===== config.mk =====
export PLATFORM = sky130hd
export DESIGN_NAME = rc4_key_search_ctrl_flat
export DESIGN_NICKNAME = d
export VERILOG_FILES = /design/src/rtl/rc4_key_search_ctrl_if.sv /design/src/rtl/rc4_key_search_ctrl.sv /design/src/flat_wrapper.sv
export SDC_FILE = /design/constraint.sdc
export NUM_CORES = 1
export LEC_CHECK = 0
export BUFFER_PORTS_ARGS = -buffer_cell sky130_fd_sc_hd__buf_4
export CAP_MARGIN = 5
export CORE_MARGIN = 2
export CORE_UTILIZATION = 30
export CTS_BUF_LIST = sky130_fd_sc_hd__clkbuf_4 sky130_fd_sc_hd__clkbuf_8
export DETAILED_ROUTE_END_ITERATION = 12
export PLACE_DENSITY = 0.58
export SLEW_MARGIN = 20
export SYNTH_ARGS = -nofsm -noshare
export SYNTH_HDL_FRONTEND = slang
export SYNTH_SLANG_ARGS = --single-unit

===== constraint.sdc =====
create_clock -name clk -period 1.9 [get_ports clk]
set_input_delay 0.38 -clock clk [delete_from_list [all_inputs] [get_ports clk]]
set_output_delay 0.38 -clock clk [all_outputs]
set_load 0.02 [all_outputs]

===== src/rtl/rc4_key_search_ctrl_if.sv =====
// Controller <-> phase-block/RAM bundle for the RC4 key search scheduler.
// The master modport is the controller side, the slave modport is the phase-block/RAM side.
`timescale 1ns/1ps
interface rc4_key_search_ctrl_if;
  // Handshake: a phase runs while its *_start is high; the phase raises its latched
  // *_done, the controller drops *_start and pulses sub_reset, which clears that done.
  logic        start;
  logic        sub_reset;
  logic        init_start;
  logic        shuf_start;
  logic        dec_start;
  logic        init_done;
  logic        shuf_done;
  logic        dec_done;
  logic        dec_valid;
  logic [7:0]  init_addr;
  logic [7:0]  shuf_addr;
  logic [7:0]  dec_addr;
  logic [7:0]  init_data;
  logic [7:0]  shuf_data;
  logic [7:0]  dec_data;
  logic        init_write;
  logic        shuf_write;
  logic        dec_write;
  logic [7:0]  mem_addr;
  logic [7:0]  mem_data;
  logic        mem_write;
  logic [23:0] secret_key;
  logic        busy;
  logic        key_found;
  logic        key_exhausted;
  logic [3:0]  state_dbg;

  modport master (
    input  start, init_done, shuf_done, dec_done, dec_valid,
           init_addr, shuf_addr, dec_addr, init_data, shuf_data, dec_data,
           init_write, shuf_write, dec_write,
    output sub_reset, init_start, shuf_start, dec_start,
           mem_addr, mem_data, mem_write, secret_key,
           busy, key_found, key_exhausted, state_dbg
  );

  modport slave (
    output start, init_done, shuf_done, dec_done, dec_valid,
           init_addr, shuf_addr, dec_addr, init_data, shuf_data, dec_data,
           init_write, shuf_write, dec_write,
    input  sub_reset, init_start, shuf_start, dec_start,
           mem_addr, mem_data, mem_write, secret_key,
           busy, key_found, key_exhausted, state_dbg
  );
endinterface


===== src/rtl/rc4_key_search_ctrl.sv =====
// RC4 brute-force scheduler: runs init/shuffle/decrypt per candidate key and owns the S-RAM mux.
// Optional per-phase watchdog enabled by defining RC4_PHASE_TIMEOUT_EN.
`timescale 1ns/1ps
module rc4_key_search_ctrl #(
  parameter logic [23:0] KEY_START      = 24'h000000,
  parameter logic [23:0] KEY_END        = 24'h3FFFFF,
  parameter int          TIMEOUT_CYCLES = 2048
) (
  input  logic                 clk,
  input  logic                 reset_n,
  rc4_key_search_ctrl_if.master bus
);

  typedef enum logic [3:0] {
    S_IDLE, S_CLR, S_INIT, S_CLR2, S_SHUF, S_CLR3, S_DEC, S_CHECK, S_NEXT,
    S_FOUND, S_EXHAUSTED
`ifdef RC4_PHASE_TIMEOUT_EN
    , S_TIMEOUT
`endif
  } state_t;

  // The watchdog is 12 bits wide, so the limit must fit in 1..4096.
  if (TIMEOUT_CYCLES < 1 || TIMEOUT_CYCLES > 4096) begin : g_bad_timeout
    $error("TIMEOUT_CYCLES out of range");
  end

  state_t      state_q, state_d;
  logic [23:0] key_q, key_d;

`ifdef RC4_PHASE_TIMEOUT_EN
  localparam logic [11:0] TO_LAST = 12'(TIMEOUT_CYCLES - 1);
  logic [11:0] wdog_q, wdog_d;
  logic        in_phase;
`endif

  always_ff @(posedge clk or negedge reset_n) begin
    if (!reset_n) begin
      state_q <= S_IDLE;
      key_q   <= KEY_START;
`ifdef RC4_PHASE_TIMEOUT_EN
      wdog_q  <= 12'd0;
`endif
    end else begin
      state_q <= state_d;
      key_q   <= key_d;
`ifdef RC4_PHASE_TIMEOUT_EN
      wdog_q  <= wdog_d;
`endif
    end
  end

  always_comb begin
    state_d = state_q;
    key_d   = key_q;
    case (state_q)
      S_IDLE, S_FOUND, S_EXHAUSTED: begin
        if (bus.start) begin
          state_d = S_CLR;
          key_d   = KEY_START;
        end
      end
`ifdef RC4_PHASE_TIMEOUT_EN
      S_TIMEOUT: begin
        if (bus.start) begin
          state_d = S_CLR;
          key_d   = KEY_START;
        end
      end
`endif
      S_CLR:   state_d = S_INIT;
      S_INIT:  if (bus.init_done) state_d = S_CLR2;
      S_CLR2:  state_d = S_SHUF;
      S_SHUF:  if (bus.shuf_done) state_d = S_CLR3;
      S_CLR3:  state_d = S_DEC;
      S_DEC:   if (bus.dec_done) state_d = S_CHECK;
      S_CHECK: begin
        if (bus.dec_valid)        state_d = S_FOUND;
        else if (key_q == KEY_END) state_d = S_EXHAUSTED;
        else                      state_d = S_NEXT;
      end
      S_NEXT: begin
        key_d   = key_q + 24'd1;
        state_d = S_CLR;
      end
      default: state_d = S_IDLE;
    endcase
`ifdef RC4_PHASE_TIMEOUT_EN
    // A phase that has not finished by its last allowed cycle is abandoned.
    if (in_phase && state_d == state_q && wdog_q == TO_LAST) state_d = S_TIMEOUT;
`endif
  end

`ifdef RC4_PHASE_TIMEOUT_EN
  assign in_phase = (state_q == S_INIT) || (state_q == S_SHUF) || (state_q == S_DEC);
  assign wdog_d   = (in_phase && state_d == state_q) ? wdog_q + 12'd1 : 12'd0;
`endif

  always_comb begin
    bus.sub_reset     = 1'b0;
    bus.busy          = 1'b1;
    bus.key_found     = 1'b0;
    bus.key_exhausted = 1'b0;
    case (state_q)
      S_IDLE:                  begin bus.sub_reset = 1'b1; bus.busy = 1'b0; end
      S_CLR, S_CLR2, S_CLR3,
      S_NEXT:                  bus.sub_reset = 1'b1;
      S_FOUND:                 begin bus.busy = 1'b0; bus.key_found = 1'b1; end
      S_EXHAUSTED:             begin bus.busy = 1'b0; bus.key_exhausted = 1'b1; end
`ifdef RC4_PHASE_TIMEOUT_EN
      S_TIMEOUT: begin
        bus.busy          = 1'b0;
        bus.key_exhausted = 1'b1;
        bus.sub_reset     = 1'b1;
      end
`endif
      default: ;
    endcase
  end

  assign bus.init_start = (state_q == S_INIT);
  assign bus.shuf_start = (state_q == S_SHUF);
  assign bus.dec_start  = (state_q == S_DEC);
  assign bus.secret_key = key_q;
  assign bus.state_dbg  = state_q;

  // Only the phase that owns the current state reaches the RAM.
  always_comb begin
    bus.mem_addr  = 8'h00;
    bus.mem_data  = 8'h00;
    bus.mem_write = 1'b0;
    case (state_q)
      S_INIT: begin
        bus.mem_addr  = bus.init_addr;
        bus.mem_data  = bus.init_data;
        bus.mem_write = bus.init_write;
      end
      S_SHUF: begin
        bus.mem_addr  = bus.shuf_addr;
        bus.mem_data  = bus.shuf_data;
        bus.mem_write = bus.shuf_write;
      end
      S_DEC: begin
        bus.mem_addr  = bus.dec_addr;
        bus.mem_data  = bus.dec_data;
        bus.mem_write = bus.dec_write;
      end
      default: ;
    endcase
  end

endmodule


===== src/flat_wrapper.sv =====
// flat-port wrapper written by rule: the top's interface ports become plain ports
module rc4_key_search_ctrl_flat 
#(
  parameter logic [23:0] KEY_START      = 24'h000000,
  parameter logic [23:0] KEY_END        = 24'h3FFFFF,
  parameter int          TIMEOUT_CYCLES = 2048
)
  (clk, reset_n, bus_start, bus_init_done, bus_shuf_done, bus_dec_done, bus_dec_valid, bus_init_addr, bus_shuf_addr, bus_dec_addr, bus_init_data, bus_shuf_data, bus_dec_data, bus_init_write, bus_shuf_write, bus_dec_write, bus_sub_reset, bus_init_start, bus_shuf_start, bus_dec_start, bus_mem_addr, bus_mem_data, bus_mem_write, bus_secret_key, bus_busy, bus_key_found, bus_key_exhausted, bus_state_dbg);
  rc4_key_search_ctrl_if bus_i ();
  input  logic clk;
  input  logic reset_n;
  input wire logic [$bits(bus_i.start)-1:0] bus_start;
  input wire logic [$bits(bus_i.init_done)-1:0] bus_init_done;
  input wire logic [$bits(bus_i.shuf_done)-1:0] bus_shuf_done;
  input wire logic [$bits(bus_i.dec_done)-1:0] bus_dec_done;
  input wire logic [$bits(bus_i.dec_valid)-1:0] bus_dec_valid;
  input wire logic [$bits(bus_i.init_addr)-1:0] bus_init_addr;
  input wire logic [$bits(bus_i.shuf_addr)-1:0] bus_shuf_addr;
  input wire logic [$bits(bus_i.dec_addr)-1:0] bus_dec_addr;
  input wire logic [$bits(bus_i.init_data)-1:0] bus_init_data;
  input wire logic [$bits(bus_i.shuf_data)-1:0] bus_shuf_data;
  input wire logic [$bits(bus_i.dec_data)-1:0] bus_dec_data;
  input wire logic [$bits(bus_i.init_write)-1:0] bus_init_write;
  input wire logic [$bits(bus_i.shuf_write)-1:0] bus_shuf_write;
  input wire logic [$bits(bus_i.dec_write)-1:0] bus_dec_write;
  output wire logic [$bits(bus_i.sub_reset)-1:0] bus_sub_reset;
  output wire logic [$bits(bus_i.init_start)-1:0] bus_init_start;
  output wire logic [$bits(bus_i.shuf_start)-1:0] bus_shuf_start;
  output wire logic [$bits(bus_i.dec_start)-1:0] bus_dec_start;
  output wire logic [$bits(bus_i.mem_addr)-1:0] bus_mem_addr;
  output wire logic [$bits(bus_i.mem_data)-1:0] bus_mem_data;
  output wire logic [$bits(bus_i.mem_write)-1:0] bus_mem_write;
  output wire logic [$bits(bus_i.secret_key)-1:0] bus_secret_key;
  output wire logic [$bits(bus_i.busy)-1:0] bus_busy;
  output wire logic [$bits(bus_i.key_found)-1:0] bus_key_found;
  output wire logic [$bits(bus_i.key_exhausted)-1:0] bus_key_exhausted;
  output wire logic [$bits(bus_i.state_dbg)-1:0] bus_state_dbg;
  assign bus_i.start = bus_start;
  assign bus_i.init_done = bus_init_done;
  assign bus_i.shuf_done = bus_shuf_done;
  assign bus_i.dec_done = bus_dec_done;
  assign bus_i.dec_valid = bus_dec_valid;
  assign bus_i.init_addr = bus_init_addr;
  assign bus_i.shuf_addr = bus_shuf_addr;
  assign bus_i.dec_addr = bus_dec_addr;
  assign bus_i.init_data = bus_init_data;
  assign bus_i.shuf_data = bus_shuf_data;
  assign bus_i.dec_data = bus_dec_data;
  assign bus_i.init_write = bus_init_write;
  assign bus_i.shuf_write = bus_shuf_write;
  assign bus_i.dec_write = bus_dec_write;
  assign bus_sub_reset = bus_i.sub_reset;
  assign bus_init_start = bus_i.init_start;
  assign bus_shuf_start = bus_i.shuf_start;
  assign bus_dec_start = bus_i.dec_start;
  assign bus_mem_addr = bus_i.mem_addr;
  assign bus_mem_data = bus_i.mem_data;
  assign bus_mem_write = bus_i.mem_write;
  assign bus_secret_key = bus_i.secret_key;
  assign bus_busy = bus_i.busy;
  assign bus_key_found = bus_i.key_found;
  assign bus_key_exhausted = bus_i.key_exhausted;
  assign bus_state_dbg = bus_i.state_dbg;
  rc4_key_search_ctrl #(.KEY_START(KEY_START), .KEY_END(KEY_END), .TIMEOUT_CYCLES(TIMEOUT_CYCLES)) u_core (.clk(clk), .reset_n(reset_n), .bus(bus_i));
endmodule

==> reports/qor.csv <==
metric;value;unit
insertion delay to the later sink of the worst-skew pair;0.27;ns
total standard cell area after synthesis;0.00191;mm²
worst-margin pin slew;0.369;ns
Site Rows;29;
final RePlAce weighted congestion;0.759;
clock tree root driver cell;sky130_fd_sc_hd__clkbuf_8;
CTS Buf Count;3;
Seq/Total Area, Yosys;36.7;%
cell count after synthesis;215;
fraction of final layout cells sized beyond drive strength 1;50.4;%
Final nets;413;
final-report setup violation count;19;
Antenna Nets Post-Route;0;
unrepaired setup endpoints after global routing;true;
startpoint type of the worst setup path;register;
fraction of registers with async set or reset after synthesis;100;%
vias in the first global route;2155;
final hold viol count;0;
CP Capture Type;output pin;
buffer levels on the longest clock path;2;
number of unique standard cell types used by synthesis;43;
status;finished, violations left;
Floorplan Core Area;0.00624;mm²
Top delay family on crit path;buffers and inverters;
Post-CTS Hold Buffers;0;
cell occurring most often along the worst timing path;sky130_fd_sc_hd__buf_12;
number of DRC markers in iteration 0;141;
post-route worst setup slack;-0.219;ns
Max Cap Viol;0;
Leak;1.74;nW
number of fillers in the final layout;596;
CTS H-tree lvls;1;
final critical delay including setup and external delays;2.12;ns
number of antenna violations at the first check in global routing;0;
Initial DRT Pass Iterations;5;
starting density of the core;30.6;%
Slowest Stage Delay on Critical Path;0.43;ns
DP Wirelength;4910;µm
Reg area;706;µm²
final wirelength;6610;µm
global-route usage over all layers;17.9;%
cell area power density;1570;mW/mm²
clk_skew;0.00528;ns
sum of internal, switching and leakage power;5.40;mW
slowest stage cell on the critical path;sky130_fd_sc_hd__dfrtp_2;
highest achievable clock rate;472;MHz
maximum resistive drop on vdd;975;µV
YS warnings;0;
clk slew on worst S/H paths;0.10;ns
clock tree from TritonCTS;done;
arrival time reported for the critical path endpoint;1.74;ns
number of vias per cell;5.27;
area of the die;0.00701;mm²
maximum net fanout on the critical path;18;
layout-stage area growth over the synthesis result;80.8;%
synthesized area divided by synthesized cell count;8.87;µm²
dominant cell type by area after synthesis;sky130_fd_sc_hd__dfrtp_1;
number of inserted diodes;0;
sinks on the clock net;28;
violations in the final reports;setup timing;
final clock period utilization by the worst path;112;%
proportion of netlist area held by the largest area contributor;36.7;%
number of register bits inferred by synthesis;28;
I/O pin total;110;
Vias;2264;
DRC errors left;0;
Min-Delay Path Class;input port to asynchronous set/reset pin;
die width;83.8;µm
area of combinational cells with multiple inputs;0.00119;mm²
top_reg_cell synth;sky130_fd_sc_hd__dfrtp_1;
data required time of the worst path;1.52;ns
total overflow reported by the global router;0;
synthesized net count;274;
Placement Setup Slack;0.00737;ns
I/O Buffers;109;
number of flops mapped to enable cells by yosys;0;
total negative slack;-3.21;ns
sum of buffers and inverters on the critical path;4;
maximum number of pins on one net before global-route repair;29;
global-route wire length before repair;10600;µm
class of the most critical setup path;register to output pin;
crit path cell chain;buf_12, nand2b_4, nor2_2, buf_12, a222oi_1, inv_1, buf_6;
worst max-slew margin expressed relative to the limit;75.4;%
vertical extent of the die;83.8;µm
routed length per instance;15.4;µm
number of pins exceeding their max-slew limit in the final report;0;
Area contributors post-synth;sky130_fd_sc_hd__dfrtp_1 37%, sky130_fd_sc_hd__a222oi_1 8.9%, sky130_fd_sc_hd__mux2i_1 8.4%;
flip-flops by register name, summed over array words and instances (netlist names):
register	count
u_core.bus.secret_key	24
u_core.bus.state_dbg	4
final cells by class:
class                      instances  share of cell area (%)
tap                               77                    2.79
inverter                          23                    2.50
timing repair buffer             148                    38.3
multi-input combinational        150                    34.5
sequential                        28                    20.5
clock buffer                       4                    1.41
worst reg2reg max path, cell delays in order (launching register included):
cell	delay, ns
sky130_fd_sc_hd__dfrtp_2	0.41
sky130_fd_sc_hd__buf_4	0.13
sky130_fd_sc_hd__or4b_1	0.49
sky130_fd_sc_hd__or2_4	0.31
sky130_fd_sc_hd__nor4_4	0.29
sky130_fd_sc_hd__mux2i_1	0.21
logic make-up after synthesis:
family	synth area share, %
AOI/OAI and AO/OA	19.2
xor gates and xnor gates	3.67
adders and majority gates	0.656
buffers and inverters	7.67
DFF	36.7
muxes	8.98
and+or+nand+nor	23.1
metrics by stage:
stage               std cells  hold WS [ns]  util (%)  area (µm²)
floorplan                 215        0.0844         -        1970
global placement          412         0.329      49.3        3080
detailed placement        412         0.325      49.3        3080
CTS                       425        0.0214      52.9        3300
global route              430        0.0313      55.3        3450
finish                    430       0.00576      55.3        3450
layout by cell type (no fill, tap or decap), types with 4 or more instances in the layout:
cell and count:
sky130_fd_sc_hd__nand2_1 12, sky130_fd_sc_hd__nand3_1 9, sky130_fd_sc_hd__mux2i_1 16, sky130_fd_sc_hd__buf_4 109
sky130_fd_sc_hd__xnor2_1 5, sky130_fd_sc_hd__nand4_1 9, sky130_fd_sc_hd__o21ai_1 6, sky130_fd_sc_hd__nor2_1 13
sky130_fd_sc_hd__dfrtp_1 24, sky130_fd_sc_hd__a222oi_1 17, sky130_fd_sc_hd__buf_6 30, sky130_fd_sc_hd__o21ai_0 8
sky130_fd_sc_hd__dfrtp_2 4, sky130_fd_sc_hd__and4_1 5, sky130_fd_sc_hd__buf_12 6, sky130_fd_sc_hd__inv_1 23
worst paths after layout:
check | start | endpoint | slack, ns | depth (start not counted)
max | u_core.bus.state_dbg[2] | bus_mem_addr[0] | -0.22 | 7
min | reset_n | u_core.bus.secret_key[6] | 0.006 | 1
max reg2reg | u_core.bus.state_dbg[3] | u_core.bus.secret_key[15] | 0 | 5
min reg2reg | u_core.bus.secret_key[19] | u_core.bus.secret_key[19] | 0.51 | 1
max in group asynchronous | reset_n | u_core.bus.state_dbg[2] | 1.60 | 1
min in group clk | bus_start | u_core.bus.state_dbg[3] | 0.49 | 3
metal layers:
metal	wire (µm)	track usage (%)	share of wire (%)
met5	0	0	0
met4	19	2.20	0.29
met3	465	2.97	7.0
met2	3390	31.9	51
met1	2740	23.5	41
cell usage after synthesis (2+ instances only):
master	instances
sky130_fd_sc_hd__nor4b_2	2
sky130_fd_sc_hd__dfrtp_1	28
sky130_fd_sc_hd__clkbuf_1	7
sky130_fd_sc_hd__mux2i_1	16
sky130_fd_sc_hd__and4_1	5
sky130_fd_sc_hd__or4_1	2
sky130_fd_sc_hd__xor2_1	3
sky130_fd_sc_hd__o21ai_0	18
sky130_fd_sc_hd__nor4_1	2
sky130_fd_sc_hd__nor2_1	14
sky130_fd_sc_hd__nand2b_1	2
sky130_fd_sc_hd__buf_2	6
sky130_fd_sc_hd__and2_1	3
sky130_fd_sc_hd__nand2_1	12
sky130_fd_sc_hd__and3_1	2
sky130_fd_sc_hd__nand3_1	9
sky130_fd_sc_hd__xnor2_1	5
sky130_fd_sc_hd__nand4_1	9
sky130_fd_sc_hd__inv_1	23
sky130_fd_sc_hd__o211ai_1	3
sky130_fd_sc_hd__a21oi_1	2
sky130_fd_sc_hd__nor3b_1	2
sky130_fd_sc_hd__a222oi_1	17
sky130_fd_sc_hd__nor3_1	4
report_power, final:
group	internal, mW	total, mW	switching [mW]	leakage [nW]
clock network	0.165	0.352	0.187	0.0262
logic	2.08	4.00	1.92	1.34
registers	0.802	1.05	0.249	0.373
total	3.05	5.40	2.35	1.74
repair_timing:
action,4_1_cts,5_1_grt
resized for setup,29,32
setup endpoints to repair,22,40
pin swaps,4,7
buffers inserted,9,8
No activity file was read; power rests on OpenSTA's default activity.
